### src/rtl/fetch_unit.sv
// Instruction-fetch stage: PC, one-outstanding imem request/response, instruction register, retire counter.
// Optional macro FETCH_MISALIGN_TRAP_EN: misaligned branch targets trap instead of being truncated to a word.
module fetch_unit #(
  parameter logic [31:0] RESET_PC  = 32'h0000_0000,
  parameter logic [31:0] NOP_INSTR = 32'h0000_0013
) (
  input  logic        clk,
  input  logic        rst_n,
  output logic        imem_req,
  output logic [31:0] imem_addr,
  input  logic        imem_rvalid,
  input  logic [31:0] imem_rdata,
  output logic [31:0] instr,
  output logic [6:0]  op,
  output logic [2:0]  funct3,
  output logic        funct7_bit5,
  output logic        instr_valid,
  input  logic        exec_done,
  input  logic        pc_src,
  input  logic [31:0] imm_ext,
  output logic [31:0] pc,
  output logic [31:0] pc_plus4,
  output logic [31:0] instret,
  output logic        fetch_trap
);

  typedef enum logic [2:0] {
    IDLE  = 3'd0,
    REQ   = 3'd1,
    WAIT  = 3'd2,
`ifdef FETCH_MISALIGN_TRAP_EN
    TRAP  = 3'd4,
`endif
    ISSUE = 3'd3
  } state_t;

  state_t             state, state_nxt;
  logic signed [31:0] pc_s, imm_s;
  logic        [31:0] br_target, pc_nxt;
  logic               retire, trap_hit;

  assign pc_s        = $signed(pc);
  assign imm_s       = $signed(imm_ext);
  assign br_target   = $unsigned(pc_s + imm_s);
  assign pc_plus4    = pc + 32'd4;
  assign pc_nxt      = pc_src ? (br_target & ~32'h3) : pc_plus4;
  assign retire      = (state == ISSUE) && exec_done;

  assign imem_req    = (state == REQ);
  assign imem_addr   = pc;
  assign op          = instr[6:0];
  assign funct3      = instr[14:12];
  assign funct7_bit5 = instr[30];

`ifdef FETCH_MISALIGN_TRAP_EN
  assign trap_hit = retire && pc_src && (br_target[1:0] != 2'b00);
`else
  assign trap_hit = 1'b0;
`endif

  always_comb begin
    state_nxt = state;
    case (state)
      IDLE:    state_nxt = REQ;
      REQ:     state_nxt = WAIT;
      WAIT:    if (imem_rvalid) state_nxt = ISSUE;
`ifdef FETCH_MISALIGN_TRAP_EN
      ISSUE:   if (exec_done) state_nxt = trap_hit ? TRAP : REQ;
      TRAP:    state_nxt = TRAP;
`else
      ISSUE:   if (exec_done) state_nxt = REQ;
`endif
      default: state_nxt = IDLE;
    endcase
  end

  always_ff @(posedge clk or negedge rst_n) begin
    if (!rst_n) begin
      state       <= IDLE;
      pc          <= RESET_PC;
      instr       <= NOP_INSTR;
      instr_valid <= 1'b0;
      instret     <= '0;
    end else begin
      state <= state_nxt;
      if ((state == WAIT) && imem_rvalid) begin
        instr       <= imem_rdata;
        instr_valid <= 1'b1;
      end
      // A trapping branch still retires but leaves pc on the offending instruction
      if (retire) begin
        instr_valid <= 1'b0;
        instret     <= instret + 32'd1;
        if (!trap_hit) pc <= pc_nxt;
      end
    end
  end

`ifdef FETCH_MISALIGN_TRAP_EN
  always_ff @(posedge clk or negedge rst_n) begin
    if (!rst_n) fetch_trap <= 1'b0;
    else if (trap_hit) fetch_trap <= 1'b1;
  end
`else
  assign fetch_trap = 1'b0;
`endif

endmodule

### config.mk
export PLATFORM = sky130hd
export DESIGN_NAME = fetch_unit
export DESIGN_NICKNAME = d
export VERILOG_FILES = /design/src/rtl/fetch_unit.sv
export SDC_FILE = /design/constraint.sdc
export NUM_CORES = 1
export LEC_CHECK = 0
export BUFFER_PORTS_ARGS = -buffer_cell sky130_fd_sc_hd__clkbuf_2
export CELL_PAD_IN_SITES_DETAIL_PLACEMENT = 0
export CELL_PAD_IN_SITES_GLOBAL_PLACEMENT = 1
export CORE_ASPECT_RATIO = 0.9
export CORE_MARGIN = 2
export CORE_UTILIZATION = 40
export DETAILED_ROUTE_END_ITERATION = 10
export GPL_ROUTABILITY_DRIVEN = 1
export PLACE_DENSITY = 0.94
export SLEW_MARGIN = 0
export SYNTH_ARGS = -nofsm -noshare
export SYNTH_HDL_FRONTEND = slang
export SYNTH_SLANG_ARGS = --single-unit
### constraint.sdc
create_clock -name clk -period 5.1 [get_ports clk]
set_clock_uncertainty 0.15 [all_clocks]
set_input_delay 0.51 -clock clk [delete_from_list [all_inputs] [get_ports clk]]
set_output_delay 0.51 -clock clk [all_outputs]
set_load 0.05 [all_outputs]
==> flow_summary.json <==
{
  "portBuffers": 233,
  "drt_drc_violations_left": 0,
  "final_common_cell": "sky130_fd_sc_hd__clkbuf_2",
  "run_status": "finished, final reports clean",
  "routed_wirelength_um": 17990,
  "globalRouteTotalUtil_pct": 19.99,
  "finalCritPeriodShare_pct": 72.02,
  "arrival_time_reported_for_the_critical_path_endpoint_ps": 3010,
  "yosysSeqAreaShare_pct": 36.71,
  "synth-async-reset-ratio_pct": 100.0,
  "final_cell_mix": "232 x sky130_fd_sc_hd__clkbuf_2, 94 x sky130_fd_sc_hd__dfrtp_1, 65 x sky130_fd_sc_hd__nand2_1",
  "main_combinational_cell_family_by_area_after_synthesis": "simple AND/OR/NAND/NOR gates",
  "hold_path_class": "primary input to async pin",
  "postPlaceCellArea_um2": 7651,
  "finalSetupViolations": 0,
  "clock.fmax_ghz": 0.2723,
  "synthesis.instances": 719,
  "later_pin_clock_latency_in_the_skew_report_ps": 350,
  "multi_input_combinational_cell_area_um2": 3676,
  "clockBufferDepth": 2,
  "worst-slew-pin-transition_ps": 981.8,
  "ctsRootBufferMaster": "sky130_fd_sc_hd__clkbuf_16",
  "endpoint_kind": "primary output",
  "io_pins": 243,
  "netlist_area_um2": 6623,
  "synthSimpleGateAreaFrac_pct": 17.63,
  "max_slew_margin_pct": 34.39,
  "slew_viol_final": 0,
  "fin_worst_hold_slack_ps": 27.52,
  "synth_warnings": 0,
  "synth_compound_gate_area_share_pct": 14.08,
  "floorplan.initialDensity_pct": 40.92,
  "number_of_global_route_vias_before_repair": 5489,
  "areaGrowthSynthToFinish_pct": 20.31,
  "ys_ff_latch": 97,
  "final_layout_size_suffix_gt1_share_pct": 33.92,
  "post-cts-setup-buffers": 0,
  "min_period_ps": 3673,
  "ys_types": 68,
  "drt_iter0_markers": 277,
  "global_route.overflow_total": 0,
  "cp_top_family": "simple AND/OR/NAND/NOR gates",
  "design.die.area_um2": 17600,
  "number_of_antenna_cells_inserted": 0,
  "synth_xor_xnor_area_share_pct": 10.58,
  "cts.reportedPaths.clkPinSlew_ps": 70,
  "final.setup.tns_ps": 0,
  "place_hpwl_um": 13760,
  "grt_antenna_before_repair": 0,
  "die-height_um": 126.1,
  "first_pass_grt_wire_length_um": 28470,
  "crit_path_max_fanout": 11,
  "post-place-cells": 1096,
  "number_of_rows_in_the_core_area": 44,
  "fill_cells": 1545,
  "dominant_synthesized_flop_cell": "sky130_fd_sc_hd__dfrtp_1",
  "h-tree-depth": 3,
  "die_w_um": 139.6,
  "timing.final.hold_violations": 0,
  "postCtsHoldBufs": 0,
  "synth_adder_area_share_pct": 6.613,
  "nets": 1004,
  "crit_chain": "nand3_2 -> nor3_4 -> nand4_1 -> or3_1 -> nor2_1 -> xor2_1 -> clkbuf_2",
  "synthMuxAreaShare_pct": 6.216,
  "final-seq-area_um2": 2431,
  "maximum_number_of_pins_on_one_net_before_global_route_repair": 62,
  "finalNonFillerCells": 1112,
  "tritoncts": "yes",
  "routedWlPerCell_um": 16.17,
  "cts_resized": 0,
  "timing.setup.critical_path_class": "register to primary output",
  "finalInstanceArea_um2": 7968,
  "slowest_stage": "sky130_fd_sc_hd__dfrtp_1",
  "syn_avg_cell_area_um2": 9.211,
  "cts.sink_count": 97,
  "numCtsBuffers": 9,
  "antenna_violating_nets_post_route": 0,
  "via_count": 5793,
  "critical_path_required_ps": 4440,
  "gpl.final_weighted_congestion": 0.8548,
  "cp_num_buf_inv": 1,
  "max_capacitance_violation_count": 0,
  "dr.pass1.iters": 5,
  "detail_route.vias_per_cell": 5.210,
  "grt_setup_unrepaired": "no",
  "crit_path_max_incr_delay_ps": 600,
  "startpoint_type": "register",
  "placeableCoreArea_um2": 16190,
  "synth_edf_count": 0
}
==> layer usage <==
metal / track usage [%] / up-vias / part of all wire, %
met2: 34.34 / 196 / 48
li1: - / 2879 / -
met3: 3.992 / 11 / 6.0
met5: 0 / - / 0
met4: 4.059 / 0 / 0.67
met1: 26.39 / 2707 / 45
==> final timing paths <==
| kind | startpoint | end | depth (start not counted) | slack, ps |
|---|---|---|---|---|
| max | imem_addr[4] | pc_plus4[29] | 7 | 1430 |
| min | rst_n | imem_addr[12] | 1 | 30 |
| max reg2reg | imem_addr[4] | imem_addr[26] | 9 | 1900 |
| min reg2reg | instret[31] | instret[31] | 1 | 320 |
| max in group asynchronous | rst_n | imem_addr[31] | 2 | 3670 |
| min in group clk | imem_rdata[6] | instr[6] | 2 | 240 |
==> worst register-to-register path, delay by kind of cell (launching register included) <==
family	cells	cell delay, ps
AOI/OAI and AO/OA	7	1810
xor gates and xnor gates	1	150
adders and majority gates	1	340
DFF	1	600
==> layout make-up <==
cell class | instances | area share (%)
clock buffers | 9 | 2.827
clock inverters | 7 | 1.146
inverters | 19 | 0.8951
multi-input cells | 534 | 46.14
flip-flops and latches | 97 | 30.51
well taps | 207 | 3.251
repair buffers | 239 | 15.23
==> logic make-up (layout without fill, tap and decap cells) <==
logic type / count (synthesis) / in the layout
multiplexers: 37 / 37
buffers and inverters: 94 / 274
other: 1 / 7
flip-flops: 97 / 97
XOR/XNOR: 80 / 80
adder cells (fa/ha/maj): 35 / 35
AO/OA/AOI/OAI: 148 / 148
AND/OR/NAND/NOR: 227 / 227
==> sequential cells by signal, summed over array words and instances (netlist names) <==
register and cells:
instr 32, imem_addr 30, state 2, instr_valid 1, instret 32
==> synth_stat cells, types with 2 or more instances <==
cell | number | area, µm²
sky130_fd_sc_hd__dfstp_2 | 3 | 78.83
sky130_fd_sc_hd__nor3b_1 | 2 | 15.01
sky130_fd_sc_hd__xor2_1 | 33 | 289.0
sky130_fd_sc_hd__o211ai_1 | 3 | 22.52
sky130_fd_sc_hd__nor2_1 | 51 | 191.4
sky130_fd_sc_hd__ha_1 | 35 | 437.9
sky130_fd_sc_hd__nand4_1 | 22 | 137.6
sky130_fd_sc_hd__o21ai_0 | 46 | 230.2
sky130_fd_sc_hd__xnor2_1 | 47 | 411.6
sky130_fd_sc_hd__o22a_1 | 2 | 17.52
sky130_fd_sc_hd__o22ai_1 | 2 | 12.51
sky130_fd_sc_hd__a21o_1 | 10 | 75.07
sky130_fd_sc_hd__dfrtp_1 | 94 | 2352
sky130_fd_sc_hd__mux2_2 | 32 | 360.4
sky130_fd_sc_hd__and2_1 | 5 | 31.28
sky130_fd_sc_hd__nor2b_1 | 3 | 18.77
sky130_fd_sc_hd__a211oi_1 | 6 | 45.04
sky130_fd_sc_hd__a32oi_1 | 4 | 35.03
sky130_fd_sc_hd__a31oi_1 | 7 | 43.79
sky130_fd_sc_hd__nand2b_1 | 3 | 18.77
sky130_fd_sc_hd__inv_1 | 19 | 71.32
sky130_fd_sc_hd__and3_1 | 14 | 87.58
sky130_fd_sc_hd__or2_2 | 2 | 12.51
sky130_fd_sc_hd__nor3_1 | 14 | 70.07
sky130_fd_sc_hd__a21oi_1 | 37 | 185.2
sky130_fd_sc_hd__a211oi_2 | 3 | 37.54
sky130_fd_sc_hd__nand3_2 | 2 | 20.02
sky130_fd_sc_hd__nand2_1 | 65 | 244.0
sky130_fd_sc_hd__o21a_1 | 4 | 30.03
sky130_fd_sc_hd__nor3_2 | 3 | 30.03
sky130_fd_sc_hd__nand3_1 | 20 | 100.1
sky130_fd_sc_hd__o21ai_1 | 2 | 10.01
sky130_fd_sc_hd__mux2i_1 | 4 | 40.04
sky130_fd_sc_hd__buf_1 | 4 | 15.01
sky130_fd_sc_hd__a41oi_1 | 2 | 17.52
sky130_fd_sc_hd__clkbuf_1 | 21 | 78.83
sky130_fd_sc_hd__and4_1 | 7 | 61.31
sky130_fd_sc_hd__buf_4 | 49 | 367.9
sky130_fd_sc_hd__a22oi_1 | 5 | 37.54
sky130_fd_sc_hd__nor4_1 | 4 | 25.02
==> metrics by stage <==
stage	setup WS, ps	utilization, %
finish	1427	49.23
global route	1187	49.23
CTS	1404	49.23
detailed placement	1802	47.27
global placement	1840	47.27
floorplan	1575	-
Power is not shown: default switching activity piles up to over one toggle a cycle in this logic, so the estimate is an artifact.
